===== src/rtl/inst_fetch_bus_if_pkg.sv =====
`default_nettype none
// ============================================================================
//  Module      : inst_fetch_bus_if_pkg
//  Description : Shared definitions for the instruction-fetch bus bridge:
//                FSM state encodings, the NOP instruction word and the
//                index of the IF/ID hold bit inside the pipeline stall vector.
//  Revision    : 1.0  initial release
// ============================================================================
package inst_fetch_bus_if_pkg;

    // Fetch FSM states
    typedef enum logic [1:0] {
        IF_IDLE = 2'd0,   // waiting for a fetch enable
        IF_BUSY = 2'd1,   // bus read outstanding
        IF_HOLD = 2'd2    // word presented until IF/ID accepts it
    } if_state_e;

    // Instruction word injected whenever nothing valid is available
    localparam logic [31:0] IF_NOP = 32'h0000_0000;

    // Bit of stall_i that freezes the IF/ID pipeline register
    localparam int IfIdStallBit = 1;

    // Width of the BUSY-cycle watchdog counter (TIMEOUT_CYC <= 255)
    localparam int IF_CNT_W = 8;

endpackage
`default_nettype wire


===== src/rtl/fetch_hit_buf.sv =====
`default_nettype none
// ============================================================================
//  Module      : fetch_hit_buf
//  Description : Single-entry last-fetch buffer. Holds {valid, tag, data} of
//                the most recent successfully fetched word and reports a hit
//                when the lookup address matches the stored tag.
//                Compiled only when IF_LAST_HIT_EN is defined.
//  Ports       : clk, rst (sync, active-low)
//                clr          - invalidate entry (flush)
//                wr_en        - capture wr_tag / wr_data
//                lookup_addr  - address to compare against the tag
//                hit, data    - match flag and stored word
//  Revision    : 1.0  initial release
// ============================================================================
`ifdef IF_LAST_HIT_EN
module fetch_hit_buf #(
    parameter int ADDR_W = 32,
    parameter int DATA_W = 32
) (
    input  logic              clk,
    input  logic              rst,
    input  logic              clr,
    input  logic              wr_en,
    input  logic [ADDR_W-1:0] wr_tag,
    input  logic [DATA_W-1:0] wr_data,
    input  logic [ADDR_W-1:0] lookup_addr,
    output logic              hit,
    output logic [DATA_W-1:0] data
);

    logic              r_valid;
    logic [ADDR_W-1:0] r_tag;
    logic [DATA_W-1:0] r_data;

    // A flush wins over a simultaneous write so a redirected stream never
    // re-uses a word fetched for the old path.
    always_ff @(posedge clk) begin
        if (!rst) begin
            r_valid <= 1'b0;
            r_tag   <= '0;
            r_data  <= '0;
        end else if (clr) begin
            r_valid <= 1'b0;
        end else if (wr_en) begin
            r_valid <= 1'b1;
            r_tag   <= wr_tag;
            r_data  <= wr_data;
        end
    end

    assign hit  = r_valid && (lookup_addr == r_tag);
    assign data = r_data;

endmodule
`endif
`default_nettype wire


===== src/rtl/inst_fetch_bus_if.sv =====
`default_nettype none
// ============================================================================
//  Module      : inst_fetch_bus_if
//  Description : Bridges the core instruction-fetch port to a wait-stated
//                req/ack memory bus. Stalls the fetch stage while a read is
//                outstanding and presents the fetched word until IF/ID takes
//                it. One outstanding transaction, BUSY-cycle watchdog.
//  Macro       : IF_LAST_HIT_EN - adds a one-entry last-fetch buffer that
//                serves a repeated address without a bus transaction.
//  Ports       : clk, rst (sync, active-low)
//                cpu_ce_i, cpu_addr_i, cpu_data_o - core fetch port
//                stall_i[5:0], flush_i, stallreq_o - pipeline control
//                err_o                             - 1-cycle timeout pulse
//                bus_req_o, bus_addr_o, bus_data_i, bus_ack_i - memory bus
//  Revision    : 1.0  initial release
// ============================================================================
module inst_fetch_bus_if
    import inst_fetch_bus_if_pkg::*;
#(
    parameter int ADDR_W      = 32,
    parameter int DATA_W      = 32,
    parameter int TIMEOUT_CYC = 255
) (
    input  logic              clk,
    input  logic              rst,
    input  logic              cpu_ce_i,
    input  logic [ADDR_W-1:0] cpu_addr_i,
    output logic [DATA_W-1:0] cpu_data_o,
    input  logic [5:0]        stall_i,
    input  logic              flush_i,
    output logic              stallreq_o,
    output logic              err_o,
    output logic              bus_req_o,
    output logic [ADDR_W-1:0] bus_addr_o,
    input  logic [DATA_W-1:0] bus_data_i,
    input  logic              bus_ack_i
);

    localparam logic [DATA_W-1:0]   NOP_WORD = DATA_W'(IF_NOP);
    localparam logic [IF_CNT_W-1:0] CNT_LAST = IF_CNT_W'(TIMEOUT_CYC - 1);

    if_state_e             r_state;
    if_state_e             w_state_nxt;
    logic                  r_bus_req;
    logic                  w_bus_req_nxt;
    logic [ADDR_W-1:0]     r_bus_addr;
    logic [ADDR_W-1:0]     w_bus_addr_nxt;
    logic [DATA_W-1:0]     r_cpu_data;
    logic [DATA_W-1:0]     w_cpu_data_nxt;
    logic                  r_err;
    logic                  w_err_nxt;
    logic [IF_CNT_W-1:0]   r_cnt;
    logic [IF_CNT_W-1:0]   w_cnt_nxt;
    logic                  r_flush_pending;
    logic                  w_flush_pending_nxt;

    logic                  w_buf_wr;
    logic                  w_hit;
    logic [DATA_W-1:0]     w_hit_data;
    logic                  w_discard;
    logic                  w_timeout;
    logic                  w_unused_stall;

    // Only the IF/ID hold bit matters to the fetch stage.
    assign w_unused_stall = ^{stall_i[5:2], stall_i[0]};

`ifdef IF_LAST_HIT_EN
    fetch_hit_buf #(
        .ADDR_W (ADDR_W),
        .DATA_W (DATA_W)
    ) u_hit_buf (
        .clk         (clk),
        .rst         (rst),
        .clr         (flush_i),
        .wr_en       (w_buf_wr),
        .wr_tag      (r_bus_addr),
        .wr_data     (bus_data_i),
        .lookup_addr (cpu_addr_i),
        .hit         (w_hit),
        .data        (w_hit_data)
    );
`else
    logic w_unused_buf;
    assign w_unused_buf = w_buf_wr;
    assign w_hit        = 1'b0;
    assign w_hit_data   = '0;
`endif

    // A bus read cannot be cancelled, so a flush seen while BUSY (now or
    // earlier) turns the eventual ack into a discard.
    assign w_discard = r_flush_pending || flush_i;
    assign w_timeout = (r_cnt == CNT_LAST);

    always_ff @(posedge clk) begin
        if (!rst) begin
            r_state         <= IF_IDLE;
            r_bus_req       <= 1'b0;
            r_bus_addr      <= '0;
            r_cpu_data      <= NOP_WORD;
            r_err           <= 1'b0;
            r_cnt           <= '0;
            r_flush_pending <= 1'b0;
        end else begin
            r_state         <= w_state_nxt;
            r_bus_req       <= w_bus_req_nxt;
            r_bus_addr      <= w_bus_addr_nxt;
            r_cpu_data      <= w_cpu_data_nxt;
            r_err           <= w_err_nxt;
            r_cnt           <= w_cnt_nxt;
            r_flush_pending <= w_flush_pending_nxt;
        end
    end

    always_comb begin
        w_state_nxt         = r_state;
        w_bus_req_nxt       = r_bus_req;
        w_bus_addr_nxt      = r_bus_addr;
        w_cpu_data_nxt      = r_cpu_data;
        w_err_nxt           = 1'b0;
        w_cnt_nxt           = r_cnt;
        w_flush_pending_nxt = r_flush_pending;
        w_buf_wr            = 1'b0;

        case (r_state)
            IF_IDLE: begin
                w_flush_pending_nxt = 1'b0;
                if (!cpu_ce_i) begin
                    w_cpu_data_nxt = NOP_WORD;
                end else if (!flush_i) begin
                    if (w_hit) begin
                        // Repeated address: serve from the buffer, skip the bus.
                        w_cpu_data_nxt = w_hit_data;
                        w_state_nxt    = IF_HOLD;
                    end else begin
                        w_bus_addr_nxt = cpu_addr_i;
                        w_bus_req_nxt  = 1'b1;
                        w_cnt_nxt      = '0;
                        w_state_nxt    = IF_BUSY;
                    end
                end
            end

            IF_BUSY: begin
                w_cnt_nxt = r_cnt + 1'b1;
                if (flush_i) begin
                    w_flush_pending_nxt = 1'b1;
                end
                if (bus_ack_i) begin
                    // Ack has priority over a coincident timeout.
                    w_bus_req_nxt = 1'b0;
                    if (w_discard) begin
                        w_flush_pending_nxt = 1'b0;
                        w_cpu_data_nxt      = NOP_WORD;
                        w_state_nxt         = IF_IDLE;
                    end else begin
                        w_cpu_data_nxt = bus_data_i;
                        w_buf_wr       = 1'b1;
                        w_state_nxt    = IF_HOLD;
                    end
                end else if (w_timeout) begin
                    // Abandon the read and hand a NOP to the pipeline.
                    w_bus_req_nxt       = 1'b0;
                    w_cpu_data_nxt      = NOP_WORD;
                    w_err_nxt           = 1'b1;
                    w_flush_pending_nxt = 1'b0;
                    w_state_nxt         = w_discard ? IF_IDLE : IF_HOLD;
                end
            end

            IF_HOLD: begin
                if (flush_i) begin
                    w_cpu_data_nxt = NOP_WORD;
                    w_state_nxt    = IF_IDLE;
                end else if (!stall_i[IfIdStallBit]) begin
                    // IF/ID captures cpu_data_o on this edge.
                    w_state_nxt = IF_IDLE;
                end
            end

            default: begin
                w_bus_req_nxt  = 1'b0;
                w_cpu_data_nxt = NOP_WORD;
                w_state_nxt    = IF_IDLE;
            end
        endcase
    end

    // Gated by rst so the pipeline is never stalled while in reset.
    assign stallreq_o = rst && (((r_state == IF_IDLE) && cpu_ce_i && !flush_i) ||
                                (r_state == IF_BUSY));

    assign cpu_data_o = r_cpu_data;
    assign err_o      = r_err;
    assign bus_req_o  = r_bus_req;
    assign bus_addr_o = r_bus_addr;

endmodule
`default_nettype wire


===== config.mk =====
export PLATFORM = sky130hd
export DESIGN_NAME = inst_fetch_bus_if
export DESIGN_NICKNAME = d
export VERILOG_FILES = /design/src/rtl/inst_fetch_bus_if_pkg.sv /design/src/rtl/fetch_hit_buf.sv /design/src/rtl/inst_fetch_bus_if.sv
export SDC_FILE = /design/constraint.sdc
export NUM_CORES = 1
export LEC_CHECK = 0
export CORE_MARGIN = 2
export CORE_UTILIZATION = 42
export CTS_CLUSTER_DIAMETER = 50
export DETAILED_ROUTE_END_ITERATION = 8
export GPL_TIMING_DRIVEN = 1
export MAX_ROUTING_LAYER = met4
export PLACE_DENSITY_LB_ADDON = 0.2
export REMOVE_ABC_BUFFERS = 1
export SYNTH_ARGS = -nofsm -noshare
export SYNTH_HDL_FRONTEND = slang
export SYNTH_SLANG_ARGS = --single-unit
export TNS_END_PERCENT = 100

===== constraint.sdc =====
create_clock -name clk -period 4.93 [get_ports clk]
set_input_delay 1.479 -clock clk [delete_from_list [all_inputs] [get_ports clk]]
set_output_delay 1.479 -clock clk [all_outputs]
set_load 0.01 [all_outputs]

==> results.py <==
metrics = {
    "cells_and_area": {
        "finalNetCount": 495,
        "diodes": 0,
        "post-route-util": 0.6797,
        "area_growth_pct": 56.84,
        "drive_above_1_share": 0.05450,
        "final_cells": 499,
        "fillers": 543,
    },
    "timing": {
        "max_freq_ghz": 0.2285,
        "fin_crit_ns": 4.376,
        "rsz0062_at_grt": "no",
        "fin_setup_tns_ns": 0,
        "holdWs_ns": 0.4567,
        "slew_headroom": 0.4353,
        "setup_violations": 0,
        "period_share": 0.8876,
        "finClkSkew_ns": 0.009568,
        "slew_viol_final": 0,
        "hold_viol_final": 0,
        "tightest_slew_ns": 0.8452,
    },
    "clocking": {
        "insertion_delay_ns": 0.34,
        "hold_buffers": 0,
        "clk_pin_slew_worst_paths_ns": 0.07,
        "cts_buffer_depth": 2,
        "cts_root_buffer": "clkbuf_8",
        "numCtsBuffers": 9,
        "htree_levels": 3,
        "cts_sinks": 77,
        "post_cts_buffers": 0,
        "cts_tree": "yes",
        "cts.repair.resized": 0,
    },
    "hold_path": {
        "min_from": "bus_addr_o[10]",
        "hold_path_depth": 2,
        "min_to": "bus_addr_o[10]",
        "hp-class": "reg -> reg",
    },
    "floorplan": {
        "die_x_um": 84.72,
        "row_count": 29,
        "die-area_um2": 7177,
        "initial_utilization": 0.4334,
        "io_pins": 142,
        "core_area_um2": 6314,
        "dieHeight_um": 84.72,
    },
    "worst_setup_path": {
        "path_class": "in -> out",
        "crit_cells": 5,
        "required_ns": 3.45,
        "critPathTopFamily": "buffers and inverters",
        "critPathSlowestCell": "clkdlybuf4s50_1",
        "worstPathArrival_ns": 2.90,
        "timing.rr.end": "cpu_data_o[5]",
        "r2r-start": "r_state[0]",
        "critPathBufInv": 2,
        "path_common_cell": "clkdlybuf4s50_1",
        "ff2ff_setup_slack_ns": 2.92,
        "cp-start-kind": "input pin",
        "startpoint": "flush_i",
        "path_cells": "clkdlybuf4s50_1, nor2b_1, o21bai_1, nor2_1, clkdlybuf4s50_1",
        "critPathCaptureType": "output port",
        "worst_path_largest_cell_delay_ns": 0.54,
        "worstRegToRegCells": 4,
        "crit_fanout": 5,
    },
    "yosys": {
        "ys_types": 33,
        "synth.area.top_cells": "dfxtp_1, a22o_1, nand2_1",
        "synth.avg_cell_area_um2": 9.534,
        "synthCells": 287,
        "yosys_register_bits": 77,
        "ys.warnings.count": 0,
        "yosysTopAreaCell": "dfxtp_1",
        "synth_top_area_frac": 0.5633,
        "yosysSeqAreaShare": 0.5633,
        "netlist_area_um2": 2736,
    },
    "routing": {
        "ant_nets": 0,
        "vias": 2494,
        "wire_per_inst_um": 13.73,
        "drcViolationCount": 0,
        "routed_wl_um": 6853,
        "via_per_inst": 4.998,
        "dr.first_iter.drc_count": 96,
        "drt_first_pass_iters": 5,
    },
    "global_route": {
        "grt_pass1_wl_um": 11120,
        "grt_pass1_vias": 2477,
        "grt_max_degree": 38,
        "antenna_found_initial": 0,
        "gr-total-overflow": 0,
        "grt.total_usage": 0.1977,
    },
    "placement": {
        "dpl.hpwl_um": 4681,
        "gp_congestion": 0.7861,
        "placedCellCount": 484,
        "io_buffers": 136,
    },
    "flow_run": {
        "drv_cap": 0,
    },
    "pwr": {
        "p_per_area_nw_per_um2": 290.7,
        "power.leakage_nw": 1.597,
        "ir_drop_mv": 0.1847,
    },
    "run_status": {
        "outcome": "finished, final reports clean",
    },
}
[power by group]
group	total [mW]	switching, mW	internal [mW]
Combinational	0.151	0.0601	0.0912
Clock	0.447	0.218	0.229
Sequential	0.649	0.0105	0.639
[registers in the layout, indices dropped and copies added (netlist names)]
signal           count
err_o                1
cpu_data_o          32
r_cnt                8
r_state              2
r_flush_pending      1
bus_req_o            1
bus_addr_o          32
[area by class of cell]
| cell class | instances | area, um^2 | area share |
|---|---|---|---|
| clock buffers | 10 | 127.6 | 0.02974 |
| clock inverters | 5 | 52.55 | 0.01224 |
| inverters | 3 | 11.26 | 0.002624 |
| well taps | 77 | 96.34 | 0.02245 |
| multi-input cells | 186 | 1064 | 0.2478 |
| flip-flops and latches | 77 | 1541 | 0.3592 |
| repair buffers | 141 | 1399 | 0.3259 |
[tightest hold or removal path: stages, from the launching register on]
cell and delay (ns):
dfxtp_1 0.31, nand2_1 0.05, a21oi_1 0.05
[kinds of logic after synthesis]
group	count (synthesis)	share of synthesized area
AND/OR/NAND/NOR	97	0.1527
buffers and inverters	24	0.04801
adder cells (fa/ha/maj)	2	0.009143
XOR/XNOR	6	0.01920
AO/OA/AOI/OAI	81	0.2076
flip-flops	77	0.5633
[cells in the final DEF, fill, tap and decap left out, types with 2 or more instances in the layout]
cell | synthesis | routed
clkdlybuf4s50_1 | 0 | 136
dfxtp_1 | 77 | 77
nand2_1 | 66 | 66
a21oi_1 | 36 | 36
a22o_1 | 32 | 32
nor2_1 | 14 | 14
clkbuf_8 | 0 | 9
xor2_1 | 6 | 6
nor2b_1 | 5 | 5
buf_4 | 2 | 5
inv_1 | 3 | 3
o211ai_1 | 3 | 3
clkinv_2 | 0 | 3
o21ai_1 | 2 | 2
and3_1 | 2 | 2
o2111ai_1 | 2 | 2
nor3_1 | 2 | 2
ha_1 | 2 | 2
[how the worst max path moves through the flow]
stage	endpoint	slack [ns]
final	stallreq_o	0.55
after global placement	stallreq_o	0.57
after global routing	stallreq_o	0.46
after CTS	stallreq_o	0.55
after floorplan	stallreq_o	1.20
after detailed placement	stallreq_o	0.55
[cells in the mapped netlist (all sizes together)]
| cell | number |
|---|---|
| o211ai | 3 |
| and4 | 1 |
| clkbuf | 6 |
| inv | 3 |
| nand4 | 1 |
| xor2 | 6 |
| nor3 | 2 |
| o21ai | 4 |
| o221a | 1 |
| nor2 | 14 |
| a22o | 32 |
| and4b | 1 |
| dfxtp | 77 |
| nor2b | 5 |
| nand3 | 1 |
| o2111ai | 2 |
| ha | 2 |
| a21oi | 37 |
| and2 | 1 |
| buf | 15 |
| a32oi | 1 |
| and3 | 2 |
| nand2b | 1 |
| nand2 | 66 |
| o21bai | 1 |
| nor3b | 1 |
| and3b | 1 |
[routing by layer]
layer,track usage,up-vias,share of wire
met5,-,-,0
met1,0.2404,1136,0.45
li1,-,1246,-
met4,0.08658,0,0.016
met2,0.3028,103,0.45
met3,0.06096,9,0.083
[per-stage QoR]
stage | instance area [um^2] | power [mW] | setup slack (ns)
after floorplan | 2616 | 0.7117 | 1.198
after detailed placement | 4111 | 0.8158 | 0.5518
after global placement | 4111 | 0.8131 | 0.5676
after CTS | 4292 | 1.264 | 0.5490
final | 4292 | 1.247 | 0.5543
after global routing | 4292 | 1.305 | 0.4600
Note: power is estimated with default switching activity, not from simulation.
